===== config.mk =====
export PLATFORM = sky130hd
export DESIGN_NAME = shader_dispatcher
export DESIGN_NICKNAME = d
export VERILOG_FILES = /design/src/rtl/gpu_pkg.sv /design/src/rtl/readout_scanner.sv /design/src/rtl/shader_dispatcher.sv
export SDC_FILE = /design/constraint.sdc
export NUM_CORES = 1
export LEC_CHECK = 0
export ABC_AREA = 1
export CAP_MARGIN = 40
export CORE_UTILIZATION = 41
export CTS_CLUSTER_SIZE = 10
export DETAILED_ROUTE_END_ITERATION = 10
export PLACE_DENSITY = 0.77
export SYNTH_ARGS = -nofsm -noshare
export SYNTH_HDL_FRONTEND = slang
export SYNTH_HIERARCHICAL = 1
export SYNTH_SLANG_ARGS = --single-unit
export TNS_END_PERCENT = 20

===== constraint.sdc =====
create_clock -name clock -period 1.82 [get_ports clock]
set_input_delay 0.182 -clock clock [delete_from_list [all_inputs] [get_ports clock]]
set_output_delay 0.182 -clock clock [all_outputs]
set_load 0.05 [all_outputs]

===== src/rtl/gpu_pkg.sv =====
// gpu_pkg: shared dispatcher state encoding, voxel record layout and datapath widths
package gpu_pkg;
    localparam int COORD_BITS   = 8;
    localparam int PALETTE_BITS = 8;
    localparam int PIXEL_BITS   = 8;

    typedef enum logic [3:0] {
        IDLE, FETCH, WAIT_VOX, RASTER, WAIT_RASTER, SHADE, WAIT_SHADE, READOUT, DONE
    } dispatch_state_t;

    // Same bit layout as the voxel memory word: x in the LSBs, id in the MSBs.
    typedef struct packed {
        logic [PALETTE_BITS-1:0] id;
        logic [COORD_BITS-1:0]   z;
        logic [COORD_BITS-1:0]   y;
        logic [COORD_BITS-1:0]   x;
    } voxel_t;
endpackage


===== src/rtl/readout_scanner.sv =====
// readout_scanner: row-major row/col walker over a NUM_ROWS x NUM_COLS grid
// Ports: clock/reset (async, active high); clear zeroes the position; advance steps
// one cell (wrapping to 0/0 after the final cell); row/col give the current cell;
// last flags the final cell.
module readout_scanner #(
    parameter int NUM_ROWS = 4,
    parameter int NUM_COLS = 4,
    parameter int ROW_BITS = 8,
    parameter int COL_BITS = 8
) (
    input  logic                clock,
    input  logic                reset,
    input  logic                clear,
    input  logic                advance,
    output logic [ROW_BITS-1:0] row,
    output logic [COL_BITS-1:0] col,
    output logic                last
);
    logic last_col;

    assign last_col = col == COL_BITS'(NUM_COLS - 1);
    assign last     = last_col && row == ROW_BITS'(NUM_ROWS - 1);

    always_ff @(posedge clock or posedge reset) begin
        if (reset) begin
            row <= '0;
            col <= '0;
        end else if (clear || (advance && last)) begin
            row <= '0;
            col <= '0;
        end else if (advance) begin
            row <= last_col ? row + ROW_BITS'(1) : row;
            col <= last_col ? '0 : col + COL_BITS'(1);
        end
    end
endmodule


===== src/rtl/shader_dispatcher.sv =====
// shader_dispatcher: frame initiator that feeds voxels to the shader array, triggers shading and streams pixels out
// Ports: clock/reset (async, active high); start/num_voxels begin a frame; busy/frame_done
// report progress; vox_rd/vox_addr/vox_rvalid/vox_rdata read voxel memory; do_rasterize,
// do_shade and voxel_* broadcast to the shaders, which answer on rasterizing_done and
// shading_done; row/col select a shader on the pixel bus; fb_* is the framebuffer stream.
module shader_dispatcher
    import gpu_pkg::dispatch_state_t;
#(
    parameter int NUM_ROWS      = 4,
    parameter int NUM_COLS      = 4,
    parameter int ROW_BITS      = 8,
    parameter int COL_BITS      = 8,
    parameter int COORD_BITS    = 8,
    parameter int PALETTE_BITS  = 8,
    parameter int PIXEL_BITS    = 8,
    parameter int VOX_ADDR_BITS = 10
) (
    input  logic                               clock,
    input  logic                               reset,
    input  logic                               start,
    input  logic [VOX_ADDR_BITS-1:0]           num_voxels,
    output logic                               busy,
    output logic                               frame_done,
    output logic                               vox_rd,
    output logic [VOX_ADDR_BITS-1:0]           vox_addr,
    input  logic                               vox_rvalid,
    input  logic [3*COORD_BITS+PALETTE_BITS-1:0] vox_rdata,
    output logic                               do_rasterize,
    output logic                               do_shade,
    output logic [COORD_BITS-1:0]              voxel_x,
    output logic [COORD_BITS-1:0]              voxel_y,
    output logic [COORD_BITS-1:0]              voxel_z,
    output logic [PALETTE_BITS-1:0]            voxel_id,
    input  logic                               rasterizing_done,
    input  logic                               shading_done,
    output logic [ROW_BITS-1:0]                row,
    output logic [COL_BITS-1:0]                col,
    input  logic [PIXEL_BITS-1:0]              pixel,
    output logic                               fb_valid,
    input  logic                               fb_ready,
    output logic [ROW_BITS+COL_BITS-1:0]       fb_addr,
    output logic [PIXEL_BITS-1:0]              fb_data
);
    dispatch_state_t state, next;
    logic [VOX_ADDR_BITS-1:0] index, count;
    logic guard, last_vox, last_pix;

    // The shaders' done lines still reflect the previous job for one cycle after a strobe,
    // so the first cycle of each wait state ignores them.
    assign last_vox = index == count - VOX_ADDR_BITS'(1);

    readout_scanner #(
        .NUM_ROWS(NUM_ROWS),
        .NUM_COLS(NUM_COLS),
        .ROW_BITS(ROW_BITS),
        .COL_BITS(COL_BITS)
    ) u_scan (
        .clock  (clock),
        .reset  (reset),
        .clear  (state == gpu_pkg::IDLE),
        .advance(state == gpu_pkg::READOUT && fb_ready),
        .row    (row),
        .col    (col),
        .last   (last_pix)
    );

    always_ff @(posedge clock or posedge reset) begin
        if (reset) state <= gpu_pkg::IDLE;
        else       state <= next;
    end

    always_comb begin
        next         = state;
        busy         = state != gpu_pkg::IDLE;
        frame_done   = state == gpu_pkg::DONE;
        vox_rd       = state == gpu_pkg::FETCH;
        vox_addr     = index;
        do_rasterize = state == gpu_pkg::RASTER;
        do_shade     = state == gpu_pkg::SHADE;
        fb_valid     = state == gpu_pkg::READOUT;
        fb_addr      = {row, col};
        fb_data      = state == gpu_pkg::READOUT ? pixel : '0;
        case (state)
            gpu_pkg::IDLE:        if (start) next = num_voxels == '0 ? gpu_pkg::SHADE : gpu_pkg::FETCH;
            gpu_pkg::FETCH:       next = gpu_pkg::WAIT_VOX;
            gpu_pkg::WAIT_VOX:    if (vox_rvalid) next = gpu_pkg::RASTER;
            gpu_pkg::RASTER:      next = gpu_pkg::WAIT_RASTER;
            gpu_pkg::WAIT_RASTER: if (!guard && rasterizing_done) next = last_vox ? gpu_pkg::SHADE : gpu_pkg::FETCH;
            gpu_pkg::SHADE:       next = gpu_pkg::WAIT_SHADE;
            gpu_pkg::WAIT_SHADE:  if (!guard && shading_done) next = gpu_pkg::READOUT;
            gpu_pkg::READOUT:     if (fb_ready && last_pix) next = gpu_pkg::DONE;
            default:              next = gpu_pkg::IDLE;
        endcase
    end

    always_ff @(posedge clock or posedge reset) begin
        if (reset) begin
            guard    <= 1'b0;
            index    <= '0;
            count    <= '0;
            voxel_x  <= '0;
            voxel_y  <= '0;
            voxel_z  <= '0;
            voxel_id <= '0;
        end else begin
            guard <= state == gpu_pkg::RASTER || state == gpu_pkg::SHADE;
            if (state == gpu_pkg::IDLE && start) begin
                count <= num_voxels;
                index <= '0;
            end
            if (state == gpu_pkg::WAIT_VOX && vox_rvalid) begin
                voxel_x  <= vox_rdata[COORD_BITS-1:0];
                voxel_y  <= vox_rdata[2*COORD_BITS-1:COORD_BITS];
                voxel_z  <= vox_rdata[3*COORD_BITS-1:2*COORD_BITS];
                voxel_id <= vox_rdata[3*COORD_BITS+PALETTE_BITS-1:3*COORD_BITS];
            end
            if (state == gpu_pkg::WAIT_RASTER && !guard && rasterizing_done && !last_vox)
                index <= index + VOX_ADDR_BITS'(1);
        end
    end
endmodule


# Word-level counts from Yosys, hierarchy flattened
# Index checks and enable logic that the tools add are counted.
[totals]
register_bits = 73
out_inout_bits = 88
wordCells = 70
[op_classes]
add_sub_neg = 4
n_eq_ne = 16
mux = 17
reduce_logical = 23
[op_table]
columns = ["cell", "n"]
rows = [
  ["8-bit two-way mux", 7],
  ["4-bit case mux with 8 select lines", 1],
  ["10-bit two-way mux", 2],
  ["4-bit two-way mux", 5],
  ["8-bit by 1-bit adder with 8-bit output (second input constant)", 2],
  ["4-bit by 3-bit == test with 1-bit output (second input constant)", 4],
  ["8-bit by 2-bit == test with 1-bit output (second input constant)", 2],
  ["1-bit logical AND", 11],
  ["10-bit by 1-bit adder with 10-bit output (second input constant)", 1],
  ["10-bit == test", 1],
  ["10-bit zero test", 1],
  ["10-bit by 1-bit subtractor with 10-bit output (second input constant)", 1],
  ["4-bit by 2-bit == test with 1-bit output (second input constant)", 2],
  ["2-bit inequality test (second input constant)", 4],
  ["3-bit two-way mux", 2],
  ["2-bit nonzero test", 3],
  ["5-bit AND reduction", 1],
  ["4-bit by 1-bit == test with 1-bit output (second input constant)", 1],
  ["4-bit == test (second input constant)", 1],
  ["4-bit zero test", 1],
  ["4-bit nonzero test", 1],
  ["1-bit zero test", 2],
  ["1-bit logical OR", 2],
  ["2-bit by 1-bit inequality test with 1-bit output (second input constant)", 1],
  ["2-bit AND reduction", 1],
]

# Longest topological paths before layout
[logic_depth]
ltp_word = 6
mapped_depth = 15
depth_no_buf = 15

# Cells and area by module
# The synthesis kept the hierarchy.
[modules_own_cells]
columns = ["mod", "n_inst", "cells_per_inst", "area_per_inst_um2"]
rows = [
  ["shader_dispatcher", 1, 350, 3094.2],
  ["readout_scanner", 1, 132, 967.2],
]

# Worst setup path after synthesis
# Ideal clock, no wire load.
[synth_timing]
path_kind = "register to register"
startpoint = "register state[1]"
endpoint = "register u_scan.col[6]"
setup_ns = 0.116
arrival_ns = 1.935
required_ns = 1.704
setup_slack_ns = -0.231
stages_incl_launch_ff = 11
period_less_slack_ns = 2.051
cell_sequence = "dfrtp_1 > inv_1 > nand3_1 > inv_1 > nor2_4 > nor2_2 > nand3_1 > nor2_1 > nand2_1 > nand2_1 > nor2_1"
[synth_between]
elab_chain_cells = 5
word_cells_on_any_way = 7
cone_classes = "1 x eq/ne; 1 x mux; 5 x reduce/logical"
[synth_rtl]
columns = ["item", "line_no", "source"]
rows = [
  ["start, declared", "shader_dispatcher.sv:44", "dispatch_state_t state, next;"],
  ["start signal, assigned", "shader_dispatcher.sv:68", "if (reset) state <= gpu_pkg::IDLE;"],
  ["start signal, assigned", "shader_dispatcher.sv:69", "else state <= next;"],
  ["4-bit by 3-bit == test with 1-bit output", "shader_dispatcher.sv:61", ".advance(state == gpu_pkg::READOUT && fb_ready),"],
  ["1-bit logical AND", "shader_dispatcher.sv:61", ""],
  ["1-bit logical AND", "readout_scanner.sv:28", "end else if (clear || (advance && last)) begin"],
  ["1-bit logical OR", "readout_scanner.sv:28", ""],
  ["8-bit two-way mux or 2-bit nonzero test (tied branches)", "n/a", ""],
  ["end signal, assigned", "readout_scanner.sv:33", "col <= last_col ? '0 : col + COL_BITS'(1);"],
  ["end, declared", "readout_scanner.sv:16", "output logic [COL_BITS-1:0] col,"],
]
# Parallel ways exist; a longest one is shown, timed or not.
# A chain may end at the register's enable or synchronous reset.

# Worst setup path in the final report
[layout_timing]
startpoint = "register state[3]"
endpoint = "output fb_data[3]"
[layout_between]
elab_chain_cells = 2
[layout_rtl]
columns = ["item", "line_no", "source"]
rows = [
  ["4-bit by 3-bit == test with 1-bit output", "shader_dispatcher.sv:82", "fb_data = state == gpu_pkg::READOUT ? pixel : '0;"],
  ["8-bit two-way mux", "shader_dispatcher.sv:82", ""],
  ["end, declared", "shader_dispatcher.sv:42", "output logic [PIXEL_BITS-1:0] fb_data"],
]
# No other way between the ends.

==> results.yml <==
clock_network:
  hold_buffers: 0
  cts_made_buffers: 9
  cts_root_buf: "clkbuf_8"
  clkLatencyLatePin_ns: 0.34
  path_clk_slew_ns: 0.07
  clock_path_buffers: 2
  cts_sinks: 73
  htree_num_levels: 3
  tritoncts: "yes"
global_route:
  grt_max_degree: 38
  grt_pass1_vias: 3763
  grt_overflow: 0
  grtUsageTotal_pct: 21.7
  grt_pass1_wl_mm: 17.3
  antenna_found_initial: 0
place:
  post-place-cells: 747
  place_hpwl_mm: 7.97
  place.gp.congestion: 0.865
  portBuffers: 144
  pre_cts_slack_ns: -0.0113
logic_synthesis:
  avgSynthCellArea_sq_um: 8.43
  syn-instance-count: 482
  synth_top_area_cell: "dfrtp_1"
  ys_warn_count: 6
  yosys_register_bits: 73
  synth_top_area_share_pct: 45.0
  syn_nets: 543
  synth.area.top_cells: "dfrtp_1, nand2_1, mux2_2"
  seq_area_frac_synth_pct: 45.0
  yosysUniqueCellTypes: 33
  synthesis.area_sq_um: 4060
worst_setup_path:
  crit_slowest_cell: "dfrtp_1"
  critPathCaptureType: "primary output"
  r2r-start: "count[0]$_DFFE_PP0P_"
  startpoint_type: "flip-flop"
  crit_fanout: 11
  rr_worst_depth: 12
  timing.rr.end: "vox_addr[5]$_DFFE_PP0P_"
  crit_required_ns: 1.64
  cp-endpoint: "fb_data[3]"
  critPathLaunch: "state[3]$_DFFE_PP0P_"
  worstPathArrival_ns: 1.58
  slowest_delay_ns: 0.41
  reg2reg_slack_ns: 0.11
  path_cells: "inv_1 > nand2_1 > inv_1 > nand2_1 > buf_4 > nor2_1 > buf_12"
  worstSetupPathType: "reg2out"
layout:
  area_delta_synth_final_pct: 50.7
  drive_gt1_share_pct: 24.3
  final_cell_mix: "nand2_1, clkdlybuf4s50_1, dfrtp_1, nor2_1, inv_1"
  final_nets: 695
  n_antenna_cell: 0
  fin_util_pct: 65.0
  final_cells: 768
  fillers: 784
  final_common_cell: "nand2_1"
floorplan:
  dieArea_sq_um: 10300
  die_h_microns: 102
  rows: 35
  start_util_pct: 43.1
  boundaryPins: 145
  core-area_sq_um: 9420
  die_w_microns: 102
timing:
  hold_violations: 0
  period_needed_ns: 1.76
  fin_worst_skew_ns: 0.0106
  layout_setup_ws_ns: 0.0625
  fin_crit_sh_pct: 96.6
  drv_slew: 0
  max_slew_margin_pct: 64.0
  final.setup.tns_ns: 0
  final-setup-viol-count: 0
  rsz0062_at_grt: "yes"
  max_freq_ghz: 0.569
  timing.hold.ws_ns: 0.222
  worst-slew-pin-transition_ns: 0.538
power:
  p_per_area_nw_per_um2: 1740
  ir_worst_vdd_v: 0.00110
  leakage_nw: 3.09
drt:
  drt_first_iter_violations: 151
  route.detailed.drc: 0
  met2_length_mm: 5.53
  vias_per_cell: 4.84
  wl_met3_microns: 745
  post_drt_wl_per_cell_microns: 14.0
  wirelength_mm: 10.7
  highest_layer: "met4"
  dr_total_vias: 3719
  final_antenna_net_count: 0
  drt-met1-wl_mm: 4.38
  firstDrtPassIters: 4
min_path:
  hold_path_class: "in2async"
status:
  outcome: "finished clean"
run:
  drv.max_cap_violation_count: 0
-- worst min path at each step --
| stage | from | endpoint | slack, ns | depth (start not counted) |
|---|---|---|---|---|
| detailed placement | voxel_y[3]$_DFFE_PP0P_ | voxel_y[3]$_DFFE_PP0P_ | 0.49 | 1 |
| floorplan | reset | u_scan/col[2]$_DFFE_PP0P_ | 0.1 | 1 |
| global route | reset | u_scan/col[3]$_DFFE_PP0P_ | 0.24 | 3 |
| CTS | reset | u_scan/row[6]$_DFFE_PP0P_ | 0.21 | 3 |
| finish | reset | u_scan/col[3]$_DFFE_PP0P_ | 0.22 | 3 |
| global placement | voxel_y[0]$_DFFE_PP0P_ | voxel_y[0]$_DFFE_PP0P_ | 0.48 | 1 |
-- power by group --
| group | total (W) | internal (W) | leakage (nW) | switching, W |
|---|---|---|---|---|
| clock | 0.00145 | 0.000848 | 0.109 | 0.000602 |
| sequential | 0.00277 | 0.00226 | 0.909 | 0.000515 |
| combinational | 0.00640 | 0.00233 | 2.07 | 0.00407 |
| total | 0.0106 | 0.00544 | 3.09 | 0.00518 |
-- layer usage --
| metal | GRT usage (%) | vias to the layer above |
|---|---|---|
| li1 | - | 1811 |
| met1 | 25.0 | 1774 |
| met2 | 38.4 | 124 |
| met4 | 6.24 | 0 |
| met5 | 0 | - |
| met3 | 7.32 | 10 |
-- per-stage QoR --
stage / instance area, sq um / power, W
floorplan: 4070 / 0.00693
global placement: 5730 / 0.00882
detailed placement: 5730 / 0.00898
CTS: 5940 / 0.0104
global route: 6120 / 0.0112
finish: 6120 / 0.0106
-- logic make-up after synthesis --
kind of cell / after synthesis / share of synthesized area, %
XOR/XNOR: 20 / 4.31
AND/OR/NAND/NOR: 246 / 26.8
AO/OA/AOI/OAI: 20 / 2.87
multiplexers: 34 / 9.43
buffers and inverters: 85 / 10.4
flip-flops: 73 / 45.0
adder cells (fa/ha/maj): 4 / 1.23
-- state kept, by name, summed over array words and instances (netlist names) --
| name | count |
|---|---|
| state | 4 |
| u_scan/row | 8 |
| voxel_id | 8 |
| voxel_z | 8 |
| voxel_y | 8 |
| voxel_x | 8 |
| guard | 1 |
| u_scan/col | 8 |
| count | 10 |
| vox_addr | 10 |
-- cell usage after synthesis --
cell type	count
a21oi_1	6
a21oi_4	1
buf_2	3
buf_4	16
buf_6	5
clkbuf_1	1
clkinv_1	1
dfrtp_1	73
ha_1	4
inv_1	55
inv_2	4
mux2_1	1
mux2_2	33
nand2_1	102
nand2_2	5
nand2_4	2
nand3_1	46
nand3_2	1
nand3b_1	2
nand4_1	5
nor2_1	65
nor2_2	5
nor2_4	2
nor3_1	7
nor3_2	2
nor3b_1	1
o21ai_0	10
o21ai_1	1
o21ai_2	1
o22ai_1	1
or2_2	1
xnor2_1	8
xor2_1	12
-- final cells by class --
cell class              instances  area (sq um)  share of cell area (%)
inverters                      60           230                    3.76
clock buffers                  12           155                    2.53
flip-flops and latches         73          1830                    30.0
multi-input cells             326          1950                    31.8
clock inverters                 4          75.1                    1.23
repair buffers                164          1720                    28.0
well taps                     129           161                    2.64
-- worst max-delay path, delay by kind of cell (launching register included) --
kind / cells / cell delay (ns)
buf+inv: 4 / 0.50
flops: 1 / 0.41
simple gates: 3 / 0.33
-- repair_timing --
item                                    in CTS  in global routing
endpoints found under the setup margin      28                 35
pin swaps                                    0                 14
gates cloned                                 0                  2
setup buffers                                0                  3
resized for setup                           17                 41
Power figures use the tool's default switching activity.
